$ cat src/rtl/multicycle_control.sv
// Multi-cycle RV32I sequencer: steps each instruction through fetch, decode,
// execute, memory and write-back, with a memory-ready timeout trap and a retire counter.
//
// state   | meaning
// FETCH   | load instruction register
// DECODE  | read register bank, latch opcode, reject illegal opcodes
// EXECUTE | select ALU B operand
// MEM     | hold data-memory strobe until mem_ready or timeout
// WB      | write back result, advance PC, count retirement
// TRAP    | sticky illegal/timeout halt, left only by rst
module multicycle_control #(
   parameter int WAIT_MAX = 15,
   parameter int CNT_W    = 32
) (
   input  logic             clk,
   input  logic             rst,
   input  logic [6:0]       opcode,
   input  logic             mem_ready,
   output logic             pc_wr,
   output logic             ir_wr,
   output logic             reg_rd,
   output logic             reg_wr,
   output logic             mem_rd,
   output logic             mem_wr,
   output logic [1:0]       s_mux_b,
   output logic [1:0]       s_mux_c,
   output logic [2:0]       state,
   output logic             illegal,
   output logic [CNT_W-1:0] retired
);

   typedef enum logic [2:0] {
      S_FETCH   = 3'd0,
      S_DECODE  = 3'd1,
      S_EXECUTE = 3'd2,
      S_MEM     = 3'd3,
      S_WB      = 3'd4,
      S_TRAP    = 3'd5
   } state_t;

   localparam logic [6:0] OP_R     = 7'b0110011;
   localparam logic [6:0] OP_I     = 7'b0010011;
   localparam logic [6:0] OP_LOAD  = 7'b0000011;
   localparam logic [6:0] OP_STORE = 7'b0100011;
   localparam logic [7:0] WAIT_LAST = 8'(WAIT_MAX - 1);

   state_t     st, nxt_st;
   logic [6:0] op_q, nxt_op;
   logic [7:0] wait_cnt, nxt_wait;

   logic       d_pc_wr, d_ir_wr, d_reg_rd, d_reg_wr, d_mem_rd, d_mem_wr, d_illegal;
   logic [1:0] d_s_mux_b, d_s_mux_c;

   function automatic logic is_legal(input logic [6:0] op);
      return (op == OP_R) || (op == OP_I) || (op == OP_LOAD) || (op == OP_STORE);
   endfunction

   always_comb begin
      nxt_st   = st;
      nxt_op   = op_q;
      nxt_wait = wait_cnt;
      case (st)
         S_FETCH:   nxt_st = S_DECODE;
         S_DECODE: begin
            nxt_op = opcode;
            nxt_st = is_legal(opcode) ? S_EXECUTE : S_TRAP;
         end
         S_EXECUTE: begin
            nxt_wait = 8'd0;
            nxt_st   = ((op_q == OP_LOAD) || (op_q == OP_STORE)) ? S_MEM : S_WB;
         end
         S_MEM: begin
            if (mem_ready)
               nxt_st = S_WB;
            else if (wait_cnt == WAIT_LAST)
               nxt_st = S_TRAP;
            else
               nxt_wait = wait_cnt + 8'd1;
         end
         S_WB:      nxt_st = S_FETCH;
         default:   nxt_st = S_TRAP;
      endcase
   end

   // Outputs are decoded from the next state so the registered copies track the
   // state register exactly, keeping them Moore with no input-to-output path.
   always_comb begin
      d_ir_wr   = (nxt_st == S_FETCH);
      d_reg_rd  = (nxt_st == S_DECODE);
      d_mem_rd  = (nxt_st == S_MEM) && (nxt_op == OP_LOAD);
      d_mem_wr  = (nxt_st == S_MEM) && (nxt_op == OP_STORE);
      d_pc_wr   = (nxt_st == S_WB);
      d_reg_wr  = (nxt_st == S_WB) && (nxt_op != OP_STORE);
      d_s_mux_c = ((nxt_st == S_WB) && (nxt_op == OP_LOAD)) ? 2'b01 : 2'b00;
      d_illegal = (nxt_st == S_TRAP);
      d_s_mux_b = 2'b00;
      if ((nxt_st == S_EXECUTE) || (nxt_st == S_MEM)) begin
         if (nxt_op == OP_STORE)
            d_s_mux_b = 2'b10;
         else if (nxt_op != OP_R)
            d_s_mux_b = 2'b01;
      end
   end

   // ir_wr is a pure FETCH decode, so it is already high in the reset state.
   always_ff @(posedge clk) begin
      if (rst) begin
         st       <= S_FETCH;
         op_q     <= 7'd0;
         wait_cnt <= 8'd0;
         retired  <= '0;
         ir_wr    <= 1'b1;
         reg_rd   <= 1'b0;
         mem_rd   <= 1'b0;
         mem_wr   <= 1'b0;
         pc_wr    <= 1'b0;
         reg_wr   <= 1'b0;
         s_mux_b  <= 2'b00;
         s_mux_c  <= 2'b00;
         illegal  <= 1'b0;
      end else begin
         st       <= nxt_st;
         op_q     <= nxt_op;
         wait_cnt <= nxt_wait;
         if (st == S_WB)
            retired <= retired + 1'b1;
         ir_wr    <= d_ir_wr;
         reg_rd   <= d_reg_rd;
         mem_rd   <= d_mem_rd;
         mem_wr   <= d_mem_wr;
         pc_wr    <= d_pc_wr;
         reg_wr   <= d_reg_wr;
         s_mux_b  <= d_s_mux_b;
         s_mux_c  <= d_s_mux_c;
         illegal  <= d_illegal;
      end
   end

   assign state = st;

endmodule
$ cat config.mk
export PLATFORM = sky130hd
export DESIGN_NAME = multicycle_control
export DESIGN_NICKNAME = d
export VERILOG_FILES = /design/src/rtl/multicycle_control.sv
export SDC_FILE = /design/constraint.sdc
export NUM_CORES = 1
export LEC_CHECK = 0
export CAP_MARGIN = 5
export CORE_MARGIN = 1
export CORE_UTILIZATION = 55
export DETAILED_ROUTE_END_ITERATION = 12
export PLACE_DENSITY_LB_ADDON = 0.08
export SYNTH_ARGS = -nofsm -noshare
export SYNTH_HDL_FRONTEND = slang
export SYNTH_SLANG_ARGS = --single-unit
$ cat constraint.sdc
create_clock -name clk -period 4.2 [get_ports clk]
set_clock_uncertainty 0.15 [all_clocks]
set_input_delay 0.84 -clock clk [delete_from_list [all_inputs] [get_ports clk]]
set_output_delay 0.84 -clock clk [all_outputs]
set_load 0.05 [all_outputs]
==> summary.txt <==
Status
  – Status: finished, final reports clean

Die
  – Row count: 25
  – Die area: 0.005477 mm2
  – Placeable Area: 0.004848 mm2
  – Top Ports: 56
  – Die H: 74.01 um
  – Chip width: 74.01 um
  – Starting Density: 58.81%

Routing
  – Residual DRC: 0
  – Initial DRC count: 135
  – DRT antenna net count: 0
  – DR pass1 iterations: 4
  – Avg WL per Cell: 14.34 um
  – Via Count: 2536
  – Via/cell ratio: 5.898
  – Final wirelength: 6165 um

Worst setup path
  – Critical path class: register to output port
  – Worst path bufs/invs: 1
  – R2R setup slack: 1.47 ns
  – Max FO, Critical Path: 13
  – Setup crit end kind: output port
  – Worst EP arrival: 1.85 ns
  – Critical path, cell by cell: clkdlybuf4s50_1
  – CP required: 3.21 ns
  – CP delay by family, top: buffers and inverters
  – Slowest stage cell, crit path: clkdlybuf4s50_1
  – Largest stage delay, worst path: 0.90 ns
  – Nature of the critical path startpoint: register

CTS
  – Clk root buf: clkbuf_8
  – Post-CTS setup buffer count: 0
  – CTS tree: done
  – Cts bufs inserted: 9
  – Max clock buf depth: 2
  – H-tree Lvls: 3
  – Clock sink count: 60
  – Post-CTS sizing: 0
  – Hold-fix buffers at CTS: 0
  – Worst skew pair latency: 0.33 ns
  – Clock slew at reported path FFs: 0.06 ns

Hold path
  – Min-delay worst type: register to register

Power
  – Pwr per Cell Area: 333.5 mW/mm2
  – LEAKAGE: 1.177 nW
  – Sw Share: 22.62%
  – Net load switching power: 0.0002685 W
  – Clk network pwr share: 43.4%
  – Peak supply drop: 0.0002667 V
  – Flop pwr share: 49.6%
  – Comb power frac: 7.0%
  – Internal Power: 0.0009186 W

Place
  – Dpl cells: 415
  – Placed standard-cell area: 0.003353 mm2
  – # port buffers: 54
  – DP HPWL: 4259 um
  – GPL Wtd Cong: 0.8343

Cells and area
  – N_diodes: 0
  – Area grow syn2layout: 24.84%
  – Post-route cell area: 0.003560 mm2
  – Finished Core Util: 73.42%
  – Fraction of layout cells with a size suffix above 1: 8.264%
  – Fillers: 388
  – Fin cells: 430
  – Layout Nets: 372

Logic synthesis
  – Yosys warns: 0
  – Mapped cell area: 0.002851 mm2
  – Sequential area share after synthesis: 42.12%
  – Synth Flop Type: dfxtp_1
  – Post-synth EDFFs: 0
  – Synth Area per Inst: 9.081 um2
  – Syn_nets: 327
  – Mapped Cells: 314
  – Unique masters post-synth: 56
  – Seq cells post-synth: 60
  – Fraction of registers with async set/reset: 0%

GRT
  – GR peak layer: met2
  – Met1 Usage GRT: 30.21%
  – Total gr overflow: 0
  – Largest net degree at the start of global routing: 31
  – Met2 Usage GRT: 40.00%
  – Antenna violations before repair: 0
  – GR Util met3: 4.336%
  – First-pass GRT wire length: 10270 um
  – GRT Total Usage: 24.37%
  – Vias in the first global route: 2337

Timing
  – Final Hold Vio Count: 0
  – Worst slew pin tran: 1.039 ns
  – Rel. slew slack: 30.58%
  – Final period util: 67.57%
  – Final Max Tran Viols: 0
  – RSZ-0062 raised after global routing: false
  – Fin crit period: 2.838 ns
  – FMAX: 352.4 MHz
  – Setup TNS: 0 ns
  – Finish-stage setup viols: 0

Job
  – Max-cap violations: 0
## stage by stage
stage | total power, W | setup WS, ns | hold slack, ns
floorplan | 0.0006579 | 2.000 | 0.2896
global placement | 0.0006831 | 1.489 | 0.3085
detailed placement | 0.0006839 | 1.432 | 0.3151
CTS | 0.001197 | 1.336 | 0.3288
global route | 0.001233 | 1.272 | 0.3468
finish | 0.001187 | 1.362 | 0.3240
## cell families after synthesis
kind of cell | count (synthesis) | synth area share [%]
compound gates | 75 | 16.98
xor+xnor | 10 | 3.072
fa+ha+maj | 3 | 1.317
buf+inv | 27 | 5.485
flops | 60 | 42.12
other cells | 1 | 0.1315
simple gates | 138 | 30.89
## power by group through the flow
stage	clock, W	combinational [W]	sequential [W]
final	0.000515	0.0000834	0.000588
after global routing	0.000553	0.0000898	0.000590
after CTS	0.000526	0.0000833	0.000588
after detailed placement	0	0.0000832	0.000601
after global placement	0	0.0000825	0.000601
after floorplan	0	0.0000434	0.000614
## placed cells by master, fill, tap and decap left out, types with 8 or more instances in the layout
master           Yosys  layout
or4_1               21      21
dfxtp_1             60      60
nand4_1             12      12
a21oi_1             36      36
nand3_1             11      11
nor2_1              16      16
xor2_1               8       8
o31ai_1             21      21
clkdlybuf4s50_1      0      54
nand2_1             27      27
clkbuf_8             0      15
## state kept, by name, summed over array words and instances, names as in the netlist
| name | count |
|---|---|
| s_mux_b | 2 |
| mem_wr | 1 |
| reg_wr | 1 |
| mem_rd | 1 |
| reg_rd | 1 |
| illegal | 1 |
| wait_cnt | 8 |
| op_q | 7 |
| pc_wr | 1 |
| ir_wr | 1 |
| s_mux_c | 1 |
| state | 3 |
| retired | 32 |
## cell type report
type / count / area [um2] / area share, %
inverter: 5 / 18.77 / 0.5272
multi-input combinational: 227 / 1494 / 41.97
tap: 67 / 83.83 / 2.355
sequential: 60 / 1201 / 33.74
timing repair buffer: 56 / 555.5 / 15.61
clock buffer: 15 / 206.4 / 5.800
## path summary, 6_finish.rpt
check | from | end | cells past startpoint
setup / recovery | state[0] | state[0] | 1
setup reg to reg | retired[6] | retired[28] | 4
hold reg to reg | op_q[0] | op_q[0] | 2
hold / removal | op_q[0] | op_q[0] | 2
## routing by layer
metal | wire [um] | vias up
met2 | 3047 | 55
met3 | 211 | 7
met4 | 78 | 0
met1 | 2828 | 1199
met5 | 0 | -
li1 | - | 1275
## synthesized netlist by cell type (3+ instances only)
cell | count | share of area, %
and4_1 | 4 | 1.2
nand2_1 | 27 | 3.6
ha_1 | 3 | 1.3
clkbuf_1 | 6 | 0.79
or4_1 | 21 | 5.5
nor3b_1 | 4 | 1.1
and3_1 | 6 | 1.3
a21oi_1 | 36 | 6.3
xor2_1 | 8 | 2.5
nor2_1 | 16 | 2.1
and2_1 | 4 | 0.88
dfxtp_1 | 60 | 42
o31ai_1 | 21 | 5.5
nand4_1 | 12 | 2.6
o21ai_0 | 6 | 1.1
nand3_1 | 11 | 1.9
buf_2 | 4 | 0.70
nand4b_1 | 3 | 0.92
or3_1 | 6 | 1.3
buf_6 | 4 | 1.6
buf_4 | 5 | 1.3
inv_1 | 5 | 0.66
nor4_1 | 3 | 0.66
(Power assumes the default switching activity.)
